**src/rtl/mvb_frame_stim_gen.sv**
```systemverilog
// MVB frame stimulus generator: after an idle gap, writes a patterned frame into the
// encoder FIFO, pulses send_frame, then waits for frame_over or a timeout.
`timescale 1ns/1ps
module mvb_frame_stim_gen #(
    parameter int                DATA_W      = 16,
    parameter int                MAX_WORDS   = 16,
    parameter int                GAP_CYC     = 600,
    parameter int                TIMEOUT_CYC = 4096,
    parameter logic [DATA_W-1:0] SEED        = 16'h7EC3
) (
    input  logic              clk_24M,
    input  logic              RESET,
    input  logic              enable,
    input  logic [1:0]        mode,
    input  logic [4:0]        word_count,
    input  logic              ms_sel,
    input  logic              frame_over,
    output logic              ce_6M,
    output logic              ce_3M,
    output logic              fifo_write_en,
    output logic [DATA_W-1:0] data_out,
    output logic [6:0]        frame_length,
    output logic              M_frame,
    output logic              S_frame,
    output logic              send_frame,
    output logic              busy,
    output logic [15:0]       frame_cnt,
    output logic              timeout_err
);

    typedef enum logic [2:0] {IDLE, GAP, FILL, SEND, WAIT_DONE} state_t;

    localparam int         GAP_W  = $clog2(GAP_CYC + 1);
    localparam int         TO_W   = $clog2(TIMEOUT_CYC + 1);
    localparam logic [4:0] MAX_WC = 5'(MAX_WORDS);

    state_t            state, state_next;
    logic [2:0]        div;
    logic [GAP_W-1:0]  gap_cnt;
    logic [TO_W-1:0]   to_cnt;
    logic [4:0]        words_done;
    logic [4:0]        len_lat;
    logic              ms_lat;
    logic [1:0]        mode_lat;
    logic [DATA_W-1:0] pattern;
    logic [DATA_W-1:0] pattern_seed;
    logic [4:0]        wc_clamped;
    logic              gap_done, last_write, to_expired, fill_entry, lfsr_fb;

    always_ff @(posedge clk_24M) begin
        if (!RESET) div <= 3'd0;
        else        div <= div + 3'd1;
    end

    assign ce_6M = (div[1:0] == 2'b11);
    assign ce_3M = (div == 3'b111);

    assign gap_done   = (gap_cnt == GAP_W'(GAP_CYC - 1));
    assign to_expired = (to_cnt == TO_W'(TIMEOUT_CYC - 1));
    assign last_write = (words_done == len_lat - 5'd1);
    assign fill_entry = (state != FILL) && (state_next == FILL);

    always_ff @(posedge clk_24M) begin
        if (!RESET) state <= IDLE;
        else        state <= state_next;
    end

    // Once FILL starts the frame always runs to completion; enable only matters at the edges.
    always_comb begin
        state_next = state;
        case (state)
            IDLE:      if (enable) state_next = GAP;
            GAP: begin
                if (!enable)       state_next = IDLE;
                else if (gap_done) state_next = FILL;
            end
            FILL:      if (ce_3M && last_write) state_next = SEND;
            SEND:      state_next = WAIT_DONE;
            WAIT_DONE: if (frame_over || to_expired) state_next = enable ? GAP : IDLE;
            default:   state_next = IDLE;
        endcase
    end

    always_comb begin
        busy          = (state != IDLE);
        fifo_write_en = (state == FILL) && ce_3M;
        send_frame    = (state == SEND);
        M_frame       = busy && ms_lat;
        S_frame       = busy && !ms_lat;
    end

    always_comb begin
        wc_clamped = word_count;
        if (word_count == 5'd0)        wc_clamped = 5'd1;
        else if (word_count > MAX_WC)  wc_clamped = MAX_WC;
    end

    // An all-zero LFSR would lock up, so a zero seed starts from 1 instead.
    always_comb begin
        case (mode)
            2'b10:   pattern_seed = (SEED == '0) ? DATA_W'(1) : SEED;
            2'b11:   pattern_seed = DATA_W'(1);
            default: pattern_seed = SEED;
        endcase
    end

    // Taps sit relative to the MSB, giving x^16+x^14+x^13+x^11+1 for a 16-bit word.
    assign lfsr_fb = pattern[DATA_W-1] ^ pattern[DATA_W-3] ^ pattern[DATA_W-4] ^ pattern[DATA_W-6];

    always_ff @(posedge clk_24M) begin
        if (!RESET) begin
            gap_cnt     <= '0;
            to_cnt      <= '0;
            words_done  <= 5'd0;
            len_lat     <= 5'd0;
            ms_lat      <= 1'b0;
            mode_lat    <= 2'b00;
            pattern     <= '0;
            frame_cnt   <= 16'd0;
            timeout_err <= 1'b0;
        end else begin
            gap_cnt <= (state == GAP)       ? gap_cnt + GAP_W'(1) : '0;
            to_cnt  <= (state == WAIT_DONE) ? to_cnt + TO_W'(1)   : '0;
            if (fill_entry) begin
                words_done <= 5'd0;
                len_lat    <= wc_clamped;
                ms_lat     <= ms_sel;
                mode_lat   <= mode;
                pattern    <= pattern_seed;
            end else if (fifo_write_en) begin
                words_done <= words_done + 5'd1;
                case (mode_lat)
                    2'b00:   pattern <= pattern + DATA_W'(1);
                    2'b01:   pattern <= pattern;
                    2'b10:   pattern <= {pattern[DATA_W-2:0], lfsr_fb};
                    default: pattern <= {pattern[DATA_W-2:0], pattern[DATA_W-1]};
                endcase
            end
            if (state == WAIT_DONE) begin
                if (frame_over)      frame_cnt   <= frame_cnt + 16'd1;
                else if (to_expired) timeout_err <= 1'b1;
            end
        end
    end

    assign data_out     = pattern;
    assign frame_length = {2'b00, len_lat};

endmodule

```
**config.mk**
```make
export PLATFORM = sky130hd
export DESIGN_NAME = mvb_frame_stim_gen
export DESIGN_NICKNAME = d
export VERILOG_FILES = /design/src/rtl/mvb_frame_stim_gen.sv
export SDC_FILE = /design/constraint.sdc
export NUM_CORES = 1
export LEC_CHECK = 0
export ABC_CLOCK_PERIOD_IN_PS = 2300
export CAP_MARGIN = 10
export CELL_PAD_IN_SITES_DETAIL_PLACEMENT = 1
export CELL_PAD_IN_SITES_GLOBAL_PLACEMENT = 2
export CORE_ASPECT_RATIO = 0.8
export CORE_MARGIN = 5
export CORE_UTILIZATION = 32
export CTS_CLUSTER_DIAMETER = 100
export CTS_CLUSTER_SIZE = 25
export DETAILED_ROUTE_END_ITERATION = 7
export PLACE_DENSITY_LB_ADDON = 0.1
export REMOVE_ABC_BUFFERS = 1
export SLEW_MARGIN = 25
export SYNTH_ARGS = -nofsm -noshare
export SYNTH_HDL_FRONTEND = slang
export SYNTH_SLANG_ARGS = --single-unit
```
**constraint.sdc**
```tcl
create_clock -name clk_24M -period 2.3 [get_ports clk_24M]
set_clock_uncertainty 0.15 [all_clocks]
set_input_delay 0.46 -clock clk_24M [delete_from_list [all_inputs] [get_ports clk_24M]]
set_output_delay 0.46 -clock clk_24M [all_outputs]
set_load 0.005 [all_outputs]
```
==> results of run 1 <==
## power groups by stage
stage,Sequential (mW),Clock (mW),Combinational [mW]
CTS,1.33,1.67,0.156
finish,1.33,1.61,0.154
detailed placement,1.35,0,0.150
global placement,1.35,0,0.148
global route,1.33,1.74,0.170
floorplan,1.36,0,0.0470
## state kept, by name (all words and copies together), names as in the netlist
signal / cells
state: 3
gap_cnt: 10
timeout_err: 1
to_cnt: 13
div: 3
words_done: 5
data_out: 16
frame_cnt: 16
ms_lat: 1
mode_lat: 2
len_lat: 5
## metal layers
metal  vias up  GRT usage  part of all wire
met5         -          0                 0
met4         0     0.0490             0.015
met3        19     0.0358             0.030
met2        51      0.253              0.43
met1      1741      0.235              0.53
li1       1766          -                 -
## cell families (layout without fill, tap and decap cells)
group | after synthesis | after routing
flip-flops | 75 | 75
AO/OA/AOI/OAI | 83 | 83
AND/OR/NAND/NOR | 211 | 211
other | 1 | 2
adder cells (fa/ha/maj) | 8 | 8
XOR/XNOR | 41 | 41
buffers and inverters | 37 | 122
multiplexers | 3 | 3
## critical path, stage by stage, from the launching register on
cell and delay [ns]:
dfxtp_2 0.33, or3_4 0.39, nor2b_1 0.14, clkdlybuf4s50_1 0.44
## per-stage QoR
stage | utilization | setup TNS [ns]
2_1_floorplan | - | -0.0695
3_3_place_gp | 0.400 | 0
3_5_place_dp | 0.400 | 0
4_1_cts | 0.432 | 0
5_1_grt | 0.432 | 0
6_report | 0.432 | 0
## final cells by class
class,count,area (um2),share of cell area
Clock buffer,9,225,0.0433
Inverter,13,48.8,0.00939
Multi-Input combinational cell,348,2250,0.432
Tap cell,152,190,0.0366
Timing Repair Buffer,93,865,0.166
Clock inverter,7,116,0.0224
Sequential cell,75,1500,0.289
## cell usage in the layout (no fill, tap or decap), types with 11 or more instances in the layout
cell / Yosys / routed
a21oi_1: 21 / 21
nor3_1: 13 / 13
xnor2_1: 16 / 16
buf_4: 2 / 35
nand3_1: 19 / 19
a21boi_1: 11 / 11
inv_1: 12 / 12
nand2_1: 48 / 48
o21ai_0: 15 / 15
nor2_1: 51 / 51
dfxtp_1: 75 / 73
clkdlybuf4s50_1: 0 / 54
and2_1: 17 / 17
xor2_1: 25 / 25
## what timing repair did
action,4_1_cts,5_1_grt
resized for setup,8,2
setup endpoints to repair,3,3
endpoints found under the hold margin,0,0
buffers inserted,1,0
pin swaps,2,0
## worst min path at each step
stage                                   end              start  slack (ns)
after global placement    div[0]$_SDFF_PN0_  div[0]$_SDFF_PN0_        0.26
final                     div[0]$_SDFF_PN0_  div[0]$_SDFF_PN0_        0.30
after global routing      div[0]$_SDFF_PN0_  div[0]$_SDFF_PN0_        0.31
after CTS                 div[0]$_SDFF_PN0_  div[0]$_SDFF_PN0_        0.28
after detailed placement  div[0]$_SDFF_PN0_  div[0]$_SDFF_PN0_        0.27
after floorplan           div[0]$_SDFF_PN0_  div[0]$_SDFF_PN0_        0.25
==> metrics.txt, run 1 <==
status complete, no violations; Starting Density 0.322; fin nets 560; first-pass GRT wire length around 19000 um; total power draw 3.09 mW; full die area 14400 um2; H-tree depth 3; required time of the worst setup path about 1.7 ns; largest net degree at the start of global routing 17; MaxCap Viol Count 0; TritonCTS Buffers 9; Max Fanout on Critical Path 5; Unique masters post-synth 64; Static Leak slightly below 2 nW; First DRT Iteration DRCs 153; relative slew slack 0.607; post-route cell area 5200 um2; crit path from state[0]$_SDFF_PN0_; clock slew seen by the registers of the worst setup and hold paths 0.06 ns; Worst EP arrival 1.64 ns; vias 3577; net switching power 633 uW; gpl congestion 0.779; Pins Over Slew Limit 0; class of the worst hold path reg -> reg; Yosys reg bits 75; FF-to-FF setup slack 0.27 ns; DR vias/cell 5.13; Cell Area, Synth 3870 um2; Worst-Skew Late Latency 0.33 ns; share of layout cells above drive strength 1 0.134; Final HPWL DP about 8600 um; combinational power share 0.050; worst setup path endpoint S_frame; Port-buffer cells 56; top_reg_cell synth dfxtp_1; initial antenna violation count 0; most frequent cell after synthesis dfxtp_1; placed insts approximately 700; final-report hold violation count 0; unrepaired setup endpoints after global routing no; cell count after synthesis around 460; global route overflow 0; sw frac 0.205; Synth Area in Compound Gates 0.142; critical path capture point type output pin; Final Setup Violations 0; reg-to-reg startpoint div[0]$_SDFF_PN0_; drt wl/cell around 16 um; type of origin of the critical path register; area grow syn2layout 34.1%; cell taking the most area after synthesis dfxtp_1; post-synth top area share 0.388; synth top area cells dfxtp_1, xor2_1, nor2_1; mux contribution to synthesized area 0.00807; FILL cells 1408; Chip Height 108 um; number of flops mapped to enable cells by yosys 0; CTS sink cnt 75; crit share post-route 0.977; Reg-to-Reg End data_out[15]$_SDFFE_PN0P_; Syn Area/Cell 8.44 um2; Ys Warns 0; Routed WL 11400 um; highest clock rate 445 MHz; chip width 133 um; Tmin final 2.25 ns; register area share after synthesis 0.388; Post-Place Setup Slack 0.0179 ns; Hold Slack 0.295 ns; placed cell area 4810 um2; core box area around 12000 um2; Post-synth ARST share 0; Pwr Density about 590 nW/um2; crit path kind reg -> out; FF-to-FF path depth 7; vias in the first global route 3604; Tot GR Track Use 0.166; non-filler cells in the finished layout ~700; Synth Area in XOR/XNOR 0.0927; ANT cells 0; IR drop worst, VDD 0.369 mV; Worst Tran Pin Value 0.588 ns; Worst Slack Setup Final 0.0531 ns; Antenna Nets Post-Route 0; Post-CTS Hold Buffers 0; post-synthesis adder-cell area fraction 0.0258; std cell rows 36; Hold Path Cell Cnt 1; CTS tree built; Clk pwr share 0.521; Commonest cells post-synth dfxtp_1, nor2_1, nand2_1; power share of the sequential group 0.429; largest family of logic cells by synthesized area simple AND/OR/NAND/NOR gates; P_int 2.46 mW; Max Root-Sink Buffers 2; Root Buffer clkbuf_16; DR pass1 iterations 4; Synth Area in Simple Gates 0.300; Remaining DRCs 0; # IOs 59
(Power assumes the default switching activity.)
==> inputs of run 2 (changes only) <==
CTS_CLUSTER_SIZE = default   (was 25)
DONT_BUFFER_PORTS = 1   (was default)
PLACE_DENSITY = 0.67   (was default)
PLACE_DENSITY_LB_ADDON = default   (was 0.1)
==> run 2 against run 1 <==
  * Largest cell class unchanged
  * Fmax is 3.6% higher
  * Flip-flop and latch count unchanged
  * First-iteration DRC count is 17% higher
==> metrics.txt, run 2 (synthesis results as in run 1) <==
hold path start RESET (was div[0]$_SDFF_PN0_); power share of the sequential group 0.448 (was 0.429); Max Fanout on Critical Path 15 (was 5); Remaining DRCs 0 (unchanged); FILL cells 1390 (was 1408); Antenna Nets Post-Route 0 (unchanged); global route overflow 0 (unchanged); vias in the first global route 3250 (was 3604); final-report hold violation count 0 (unchanged); # IOs 59 (unchanged); placed insts 617 (was 680); FF-to-FF setup slack 0.17 ns (was 0.27 ns); vias 3315 (was 3577); commonest non-fill, non-tap cell in the layout dfxtp_1 (unchanged); sw frac 0.212 (was 0.205); Worst-Skew Late Latency 0.33 ns (about the same); unrepaired setup endpoints after global routing no (unchanged); CTS tree built (unchanged); status complete, no violations (unchanged); relative slew slack 0.627 (was 0.607); Port-buffer cells 0 (was 56); crit path kind reg -> out (unchanged); Static Leak 1.71 nW (was 1.97 nW); share of layout cells above drive strength 1 0.123 (was 0.134); Final Setup Violations 0 (unchanged); Routed WL 10700 um (was 11400 um); highest clock rate 461 MHz (was 445 MHz); highest metal used met4 (unchanged); non-filler cells in the finished layout 633 (was 697); Tmin final 2.17 ns (was 2.25 ns); MaxCap Viol Count 0 (unchanged); metal3 WL 650 um (was 338 um); IR drop worst, VDD 0.324 mV (was 0.369 mV); P_int 2.33 mW (was 2.46 mW); area grow syn2layout 16.6% (was 34.1%); most frequent cells in the layout dfxtp_1, nor2_1, nand2_1, buf_4, xor2_1 (was dfxtp_1, clkdlybuf4s50_1, nor2_1, nand2_1, buf_4); met2 wire len 4700 um (was 4910 um); critical path capture point type output pin (unchanged); DR vias/cell 5.24 (was 5.13); first-pass GRT wire length 17500 um (was 18900 um); net switching power 629 uW (was 633 uW); combinational power share 0.027 (was 0.050); Clk pwr share 0.524 (was 0.521); reg-to-reg startpoint div[0]$_SDFF_PN0_ (unchanged); Hold Path Cell Cnt 1 (unchanged); Resize count post-CTS 0 (was 8); initial antenna violation count 0 (unchanged); crit share post-route 0.943 (was 0.977); Starting Density 0.322 (unchanged); FF-to-FF path depth 8 (was 7); drt wl/cell 16.9 um (was 16.4 um); DR pass1 iterations 4 (unchanged); H-tree depth 3 (unchanged); Max Root-Sink Buffers 2 (unchanged); First DRT Iteration DRCs 179 (was 153); Tot GR Track Use 0.152 (was 0.166); fin nets 496 (was 560); ANT cells 0 (unchanged); class of the worst hold path in -> reg (was reg -> reg); Reg-to-Reg End data_out[0]$_SDFFE_PN0P_ (was data_out[15]$_SDFFE_PN0P_); Pins Over Slew Limit 0 (unchanged); required time of the worst setup path 1.69 ns (about the same); core box area 12000 um2 (unchanged); largest net degree at the start of global routing 44 (was 17); type of origin of the critical path register (unchanged); gpl congestion 0.787 (was 0.779); Final TNS setup 0 ns (unchanged); Root Buffer clkbuf_16 (unchanged); Hold EP frame_cnt[6]$_SDFFE_PN0P_ (was div[0]$_SDFF_PN0_); Final HPWL DP 7850 um (was 8600 um); clock slew seen by the registers of the worst setup and hold paths 0.06 ns (about the same); std cell rows 36 (unchanged); TritonCTS Buffers 9 (unchanged); full die area 14400 um2 (unchanged); Worst Tran Pin Value 0.557 ns (was 0.588 ns); post-CTS setup buffer count 0 (was 1); M1 WL 5240 um (was 6000 um); Pwr Density 655 nW/um2 (was 594 nW/um2); Chip Height 108 um (unchanged); Worst EP arrival 1.56 ns (was 1.64 ns); Post-CTS Hold Buffers 0 (unchanged); final core occ 0.376 (was 0.432); chip width 133 um (unchanged); CTS sink cnt 75 (unchanged)
[run 2: worst max path at each step]
stage | start | endpoint | slack, ns | cells past startpoint
3_3_place_gp | div[0]$_SDFF_PN0_ | data_out[14]$_SDFFE_PN0P_ | 0.25 | 8
3_5_place_dp | div[0]$_SDFF_PN0_ | data_out[1]$_SDFFE_PN0P_ | 0.17 | 8
2_1_floorplan | div[0]$_SDFF_PN0_ | data_out[15]$_SDFFE_PN0P_ | -0.07 | 7
5_1_grt | div[0]$_SDFF_PN0_ | fifo_write_en | 0.004 | 5
4_1_cts | div[0]$_SDFF_PN0_ | fifo_write_en | 0.09 | 5
6_report | div[0]$_SDFF_PN0_ | fifo_write_en | 0.13 | 5
[run 2: power groups by stage]
stage	logic [mW]	registers, mW	clock network, mW
final	0.0810	1.33	1.55
after global routing	0.0889	1.33	1.65
after CTS	0.0821	1.33	1.59
after detailed placement	0.0811	1.36	0
after global placement	0.0811	1.36	0
after floorplan	0.0470	1.36	0
[run 2: worst max-delay path, cell delays in order (launching register included)]
cell,delay (ns)
dfxtp_1,0.33
ha_1,0.18
ha_1,0.17
nand4bb_1,0.20
buf_12,0.22
inv_2,0.11
[run 2: cell type report]
type / instances / area [um2] / share of cell area
clock buffers: 10 / 239 / 0.0529
clock inverters: 6 / 88.8 / 0.0197
inverters: 13 / 48.8 / 0.0108
multi-input cells: 348 / 2220 / 0.491
flip-flops and latches: 75 / 1500 / 0.332
well taps: 152 / 190 / 0.0421
repair buffers: 29 / 230 / 0.0510
[run 2: stage by stage]
stage / power [mW] / instance area [um2] / worst slack (ns) / hold WS (ns)
finish: 2.96 / 4520 / 0.131 / 0.105
global placement: 1.44 / 4180 / 0.248 / 0.256
floorplan: 1.40 / 3760 / -0.0695 / 0.248
global route: 3.07 / 4520 / 0.00432 / 0.0817
CTS: 2.99 / 4510 / 0.0944 / 0.0879
detailed placement: 1.44 / 4180 / 0.174 / 0.263
[run 2: routing by layer]
metal / up-vias / track usage
met2: 61 / 0.243
met3: 12 / 0.0451
met5: - / 0
li1: 1635 / -
met4: 0 / 0.0445
met1: 1607 / 0.201
==> variant 1: new RTL, flow settings as in run 2 <==
Add an input register stage for `enable`, `mode`, `word_count`, `ms_sel` and `frame_over`, without a reset; this delays them by one clock.
--- a/src/rtl/mvb_frame_stim_gen.sv
+++ b/src/rtl/mvb_frame_stim_gen.sv
@@ -35,4 +35,18 @@
     localparam logic [4:0] MAX_WC = 5'(MAX_WORDS);
 
+    logic enable_q;
+    logic [1:0] mode_q;
+    logic [4:0] word_count_q;
+    logic ms_sel_q;
+    logic frame_over_q;
+
+    always_ff @(posedge clk_24M) begin
+        enable_q     <= enable;
+        mode_q       <= mode;
+        word_count_q <= word_count;
+        ms_sel_q     <= ms_sel;
+        frame_over_q <= frame_over;
+    end
+
     state_t            state, state_next;
     logic [2:0]        div;
@@ -70,12 +84,12 @@
         state_next = state;
         case (state)
-            IDLE:      if (enable) state_next = GAP;
+            IDLE:      if (enable_q) state_next = GAP;
             GAP: begin
-                if (!enable)       state_next = IDLE;
+                if (!enable_q)       state_next = IDLE;
                 else if (gap_done) state_next = FILL;
             end
             FILL:      if (ce_3M && last_write) state_next = SEND;
             SEND:      state_next = WAIT_DONE;
-            WAIT_DONE: if (frame_over || to_expired) state_next = enable ? GAP : IDLE;
+            WAIT_DONE: if (frame_over_q || to_expired) state_next = enable_q ? GAP : IDLE;
             default:   state_next = IDLE;
         endcase
@@ -91,12 +105,12 @@
 
     always_comb begin
-        wc_clamped = word_count;
-        if (word_count == 5'd0)        wc_clamped = 5'd1;
-        else if (word_count > MAX_WC)  wc_clamped = MAX_WC;
+        wc_clamped = word_count_q;
+        if (word_count_q == 5'd0)        wc_clamped = 5'd1;
+        else if (word_count_q > MAX_WC)  wc_clamped = MAX_WC;
     end
 
     // An all-zero LFSR would lock up, so a zero seed starts from 1 instead.
     always_comb begin
-        case (mode)
+        case (mode_q)
             2'b10:   pattern_seed = (SEED == '0) ? DATA_W'(1) : SEED;
             2'b11:   pattern_seed = DATA_W'(1);
@@ -125,6 +139,6 @@
                 words_done <= 5'd0;
                 len_lat    <= wc_clamped;
-                ms_lat     <= ms_sel;
-                mode_lat   <= mode;
+                ms_lat     <= ms_sel_q;
+                mode_lat   <= mode_q;
                 pattern    <= pattern_seed;
             end else if (fifo_write_en) begin
@@ -138,5 +152,5 @@
             end
             if (state == WAIT_DONE) begin
-                if (frame_over)      frame_cnt   <= frame_cnt + 16'd1;
+                if (frame_over_q)      frame_cnt   <= frame_cnt + 16'd1;
                 else if (to_expired) timeout_err <= 1'b1;
             end
Function: changed (a bounded check fails within 4 cycles, from zero or initial values and one cycle with RESET low).
==> variant 1 against run 2 <==
  * Synthesized cell count rose by 5.0%
  * Sequential cell count rose by 10
  * Worst setup slack worse by 34 ps
  * Via count up 7.1%
  * Final cell count rose by 8.5%
  * Total power rose by 3.4%
  * Area after synthesis grew 6.0%
  * Routed wire length rose by 6.0%
  * Largest cell class unchanged
  * Final area increased by 7.3%
  * Die area grew 5.5%
  * Critical path depth unchanged
  * Critical path type unchanged
==> variant 1: results (changes against run 2) <==
** Placement
- The placed cell area is 4440 µm² (was 4180 µm²).
- HPWL after DPL :: 8260 µm (was 7850 µm)
- # placed instances :: 662 (was 617)

** Final layout
- Number of filler instances in the final layout :: 1497 (was 1390)
- Layout cells sized above 1 :: 0.109 (was 0.123)

** Critical path
- Worst-path maximum fanout :: 9 (was 15)
- The worst endpoint data arrival time was 1590 ps (was 1560 ps).
- The worst-case reg-to-reg path depth came to 7 (was 8).

** GRT
- The maximum number of pins on one net before global-route repair was 24 (was 44).
- Met3 capacity usage during global routing :: 0.0481 (was 0.0451)
- Met1 demand-to-capacity share in global routing :: 0.218 (was 0.201)
- Wire length of the first global-routing pass :: 19100 µm (was 17500 µm)
- The total track usage was 0.155 (was 0.152).

** Synth
- The synthesized instance count was 482 (was 459).
- Post-synth cell types :: 63 (was 64)
- XOR/XNOR share of the synthesized area :: 0.0844 (was 0.0927)
- Sequential element share of the synthesized area :: 0.414 (was 0.388)

** Detailed routing
- Detailed router's first-iteration violation count :: 185 (was 179)
- Number of vias per cell :: 5.17 (was 5.24)
- The final wirelength was 11400 µm (was 10700 µm).

** Status
- Run status: complete, no violations (unchanged).

** Timing
- Highest clock rate :: 454 MHz (was 461 MHz)
- The worst hold slack is 105 ps (about the same).

** Power
- The largest vdd supply drop came to 0.343 mV (was 0.324 mV).

** Hold path
- Hold Path Sink :: div[1]$_SDFF_PN0_ (was frame_cnt[6]$_SDFFE_PN0P_)
## variant 1: repair_timing
action                                  4_1_cts  5_1_grt
endpoints found under the setup margin        0        1
endpoints found under the hold margin        10        0
resized for setup                             0        1
hold buffers                                 10        0
## variant 1: where the power goes
part           leakage [nW]  total [mW]  internal, mW  switching, mW
clock network         0.141        1.47         0.895          0.579
logic                 0.871      0.0810        0.0379         0.0431
registers             0.689        1.50          1.49         0.0135
## variant 1: critical path: cells and delay by family, from the launching register on
kind	cells	cell delay (ps)
simple gates	1	190
flops	1	330
buf+inv	2	340
fa+ha+maj	2	400
## variant 1: cell type report
class | count | share of cell area
multi-input cells | 357 | 0.461
flip-flops and latches | 85 | 0.351
repair buffers | 42 | 0.0702
clock buffers | 12 | 0.0529
well taps | 175 | 0.0452
inverters | 13 | 0.0101
clock inverters | 3 | 0.00930
## variant 1: per-layer routing
layer  share of wire  wire [µm]  vias up
li1                -          -     1772
met1            0.51       5780     1714
met2            0.43       4860       52
met3           0.049        556       13
met4           0.014        162        0
met5               0          0        -
==> variant 2: new RTL, config.mk and constraints of run 2 <==
Without the edit above. Change the parameter `GAP_CYC` from 600 to 300.
--- a/src/rtl/mvb_frame_stim_gen.sv
+++ b/src/rtl/mvb_frame_stim_gen.sv
@@ -5,5 +5,5 @@
     parameter int                DATA_W      = 16,
     parameter int                MAX_WORDS   = 16,
-    parameter int                GAP_CYC     = 600,
+    parameter int                GAP_CYC     = 300,
     parameter int                TIMEOUT_CYC = 4096,
     parameter logic [DATA_W-1:0] SEED        = 16'h7EC3
Formal check against the unedited RTL: same outputs for any inputs over 10 cycles, from zero or initial values and one cycle with RESET low; that may be too few to reach the edited logic, so the function may still have changed.
==> variant 2 against run 2 <==
  * Final area down 1.6%
  * Routed wire length down 0.26%
  * Die area down 3.3%
  * Synthesized cell count decreased by 2.4%
  * Worst setup slack got worse by 9.3 ps
  * Sequential power shrank 3%
  * Global-route usage grew 1.1 points
  * Fmax shrank 0.43%
  * Count of clock-buffer cells in the layout grew 1
  * Total power is 0.55% lower
  * Sequential cell count fell by 1
  * Area after synthesis down 3.6%
  * Utilization grew 1.2 points
  * Worst hold slack got worse by 16 ps
  * Critical path type unchanged
  * Highest routed layer unchanged
==> variant 2: results (changes against run 2) <==
** Detailed routing
- The overall via count from detail_route is 3300 (was 3315).
- The final wirelength is 10700 µm (about the same).
- The number of detailed-routing iterations run before antenna repair came to 4 (unchanged).
- Detailed router's first-iteration violation count :: 160 (was 179)

** GRT
- Largest net degree at the start of global routing :: 24 (was 44)
- Initial antenna violation count :: 0 (unchanged)
- Global-route usage over all layers :: 0.163 (was 0.152)
- Wire length of the first global-routing pass :: 18100 µm (was 17500 µm)
- The number of global-route vias before repair is 3468 (was 3250).

** Placement
- The post-placement cell count came to 609 (was 617).
- The routability-driven placement congestion ratio came to 0.814 (was 0.787).
- The half-perimeter wire length after detailed placement was 7840 µm (was 7850 µm).
- The number of buffer cells added on primary ports is 0 (unchanged).

** Synth
- List of most frequent post-synthesis cells: dfxtp_1, nor2_1, nand2_1, a21oi_1, xnor2_1 (was dfxtp_1, nor2_1, nand2_1, xor2_1, a21oi_1).
- Leading cell types by total area after synthesis :: dfxtp_1, nor2_1, xnor2_1 (was dfxtp_1, xor2_1, nor2_1)
- The synthesized instance count came to 448 (was 459).
- Syn. warnings :: 0 (unchanged)
- Sequential element share of the synthesized area :: 0.397 (was 0.388)
- Fraction of registers with async set/reset :: 0 (unchanged)
- The area share of the largest cell type after synthesis came to 0.397 (was 0.388).
- Post-synth cell types :: 59 (was 64)

** Timing
- The final setup violation count was 0 (unchanged).
- The slew at the pin with the worst max-slew slack is 515 ps (was 557 ps).

** Critical path
- Data arrival, critical path :: 1570 ps
- The cell type group with the largest total delay on the critical path is adder cells (unchanged).
- The cell with the largest stage delay on the worst path is dfxtp_1 (unchanged).
- Peak per-stage delay on the critical path :: 330 ps (about the same)
- Worst-path maximum fanout :: 6 (was 15)

** Hold path
- Class of the worst hold path :: input pin to flop (unchanged)

** Status
- Run status: complete, no violations (unchanged).

** Clock network
- The number of buffers on the longest clock path was 2 (unchanged).
- The clock edge transition at the registers on the reported setup and hold paths was 60 ps (about the same).
- The clock root buffer is clkbuf_16 (unchanged).
- Clock latency on the worst-skew pair, taken at its later pin, is 340 ps.
- H-tree depth reported by CTS :: 3 (unchanged)
- The post-CTS resize count is 0 (unchanged).
- Number of buffers created by CTS :: 9 (unchanged)
- Setup fix buffers added after clock tree synthesis :: 0 (unchanged)

** Final layout
- Layout Cells excl Fill :: 625 (was 633)
- Layout cells sized above 1 :: 0.143 (was 0.123)
- The antenna diode count is 0 (unchanged).
- Final net count :: 492 (was 496)
- Number of filler instances in the final layout :: 1371 (was 1390)

** Power
- P_leak :: 1.70 nW (was 1.71 nW)
- Largest voltage drop on the vdd net :: 0.319 mV (was 0.324 mV)
variant 2: changes by cell type in the layout (fill, tap and decap cells not counted), moves of 4 or more:
cell,run 2,this run
buf_4,28,32
inv_1,12,8
xor2_1,25,20
and2_1,17,9
a21oi_1,21,29
nor2_1,51,61
a31oi_1,9,4
mux2i_1,2,11
nand3b_1,4,0
nand2_1,48,42
xnor2_1,16,23
a21boi_1,11,0
variant 2: routing by layer:
metal  GRT usage  share of wire  vias to the layer above
met5           0              0                        -
li1            -              -                     1615
met4      0.0441          0.012                        0
met3      0.0618          0.083                       10
met1       0.205           0.45                     1603
met2       0.263           0.46                       72
variant 2: worst paths after layout:
| path | slack [ps] | cells past startpoint | start | endpoint |
|---|---|---|---|---|
| min reg2reg | 270 | 1 | div[0]$_SDFF_PN0_ | div[0]$_SDFF_PN0_ |
| min | 90 | 1 | RESET | data_out[12]$_SDFFE_PN0P_ |
| max reg2reg | 180 | 9 | div[0]$_SDFF_PN0_ | data_out[6]$_SDFFE_PN0P_ |
| max | 120 | 5 | div[0]$_SDFF_PN0_ | fifo_write_en |
variant 2: final cells by class:
type / count / area share
Tap cell: 148 / 0.0417
Timing Repair Buffer: 34 / 0.0611
Clock buffer: 11 / 0.0569
Clock inverter: 5 / 0.0191
Multi-Input combinational cell: 344 / 0.480
Inverter: 9 / 0.00760
Sequential cell: 74 / 0.333
variant 2: kinds of logic after synthesis:
group                      Yosys count  share of synthesized area
AOI/OAI and AO/OA                   74                      0.125
DFF                                 74                      0.397
other                                1                    0.00100
and+or+nand+nor                    204                      0.280
muxes                               13                     0.0355
xor gates and xnor gates            43                      0.101
buffers and inverters               31                     0.0342
adders and majority gates            8                     0.0268
variant 2: where the power goes:
group	total (mW)	leakage (nW)	internal, mW	switching, mW
logic	0.0507	0.936	0.0192	0.0315
clock network	1.60	0.162	1.02	0.582
registers	1.29	0.597	1.29	0.00548
variant 2: per-stage QoR:
stage,setup slack (ps),total power [mW],area (µm²),hold WS (ps),util
after floorplan,-114,1.35,3650,249,-
after global placement,176,1.37,4100,256,0.357
after detailed placement,154,1.38,4100,267,0.357
after CTS,20.1,3.00,4440,75.2,0.387
after global routing,4.06,3.05,4440,83.2,0.387
final,122,2.94,4440,88.2,0.387
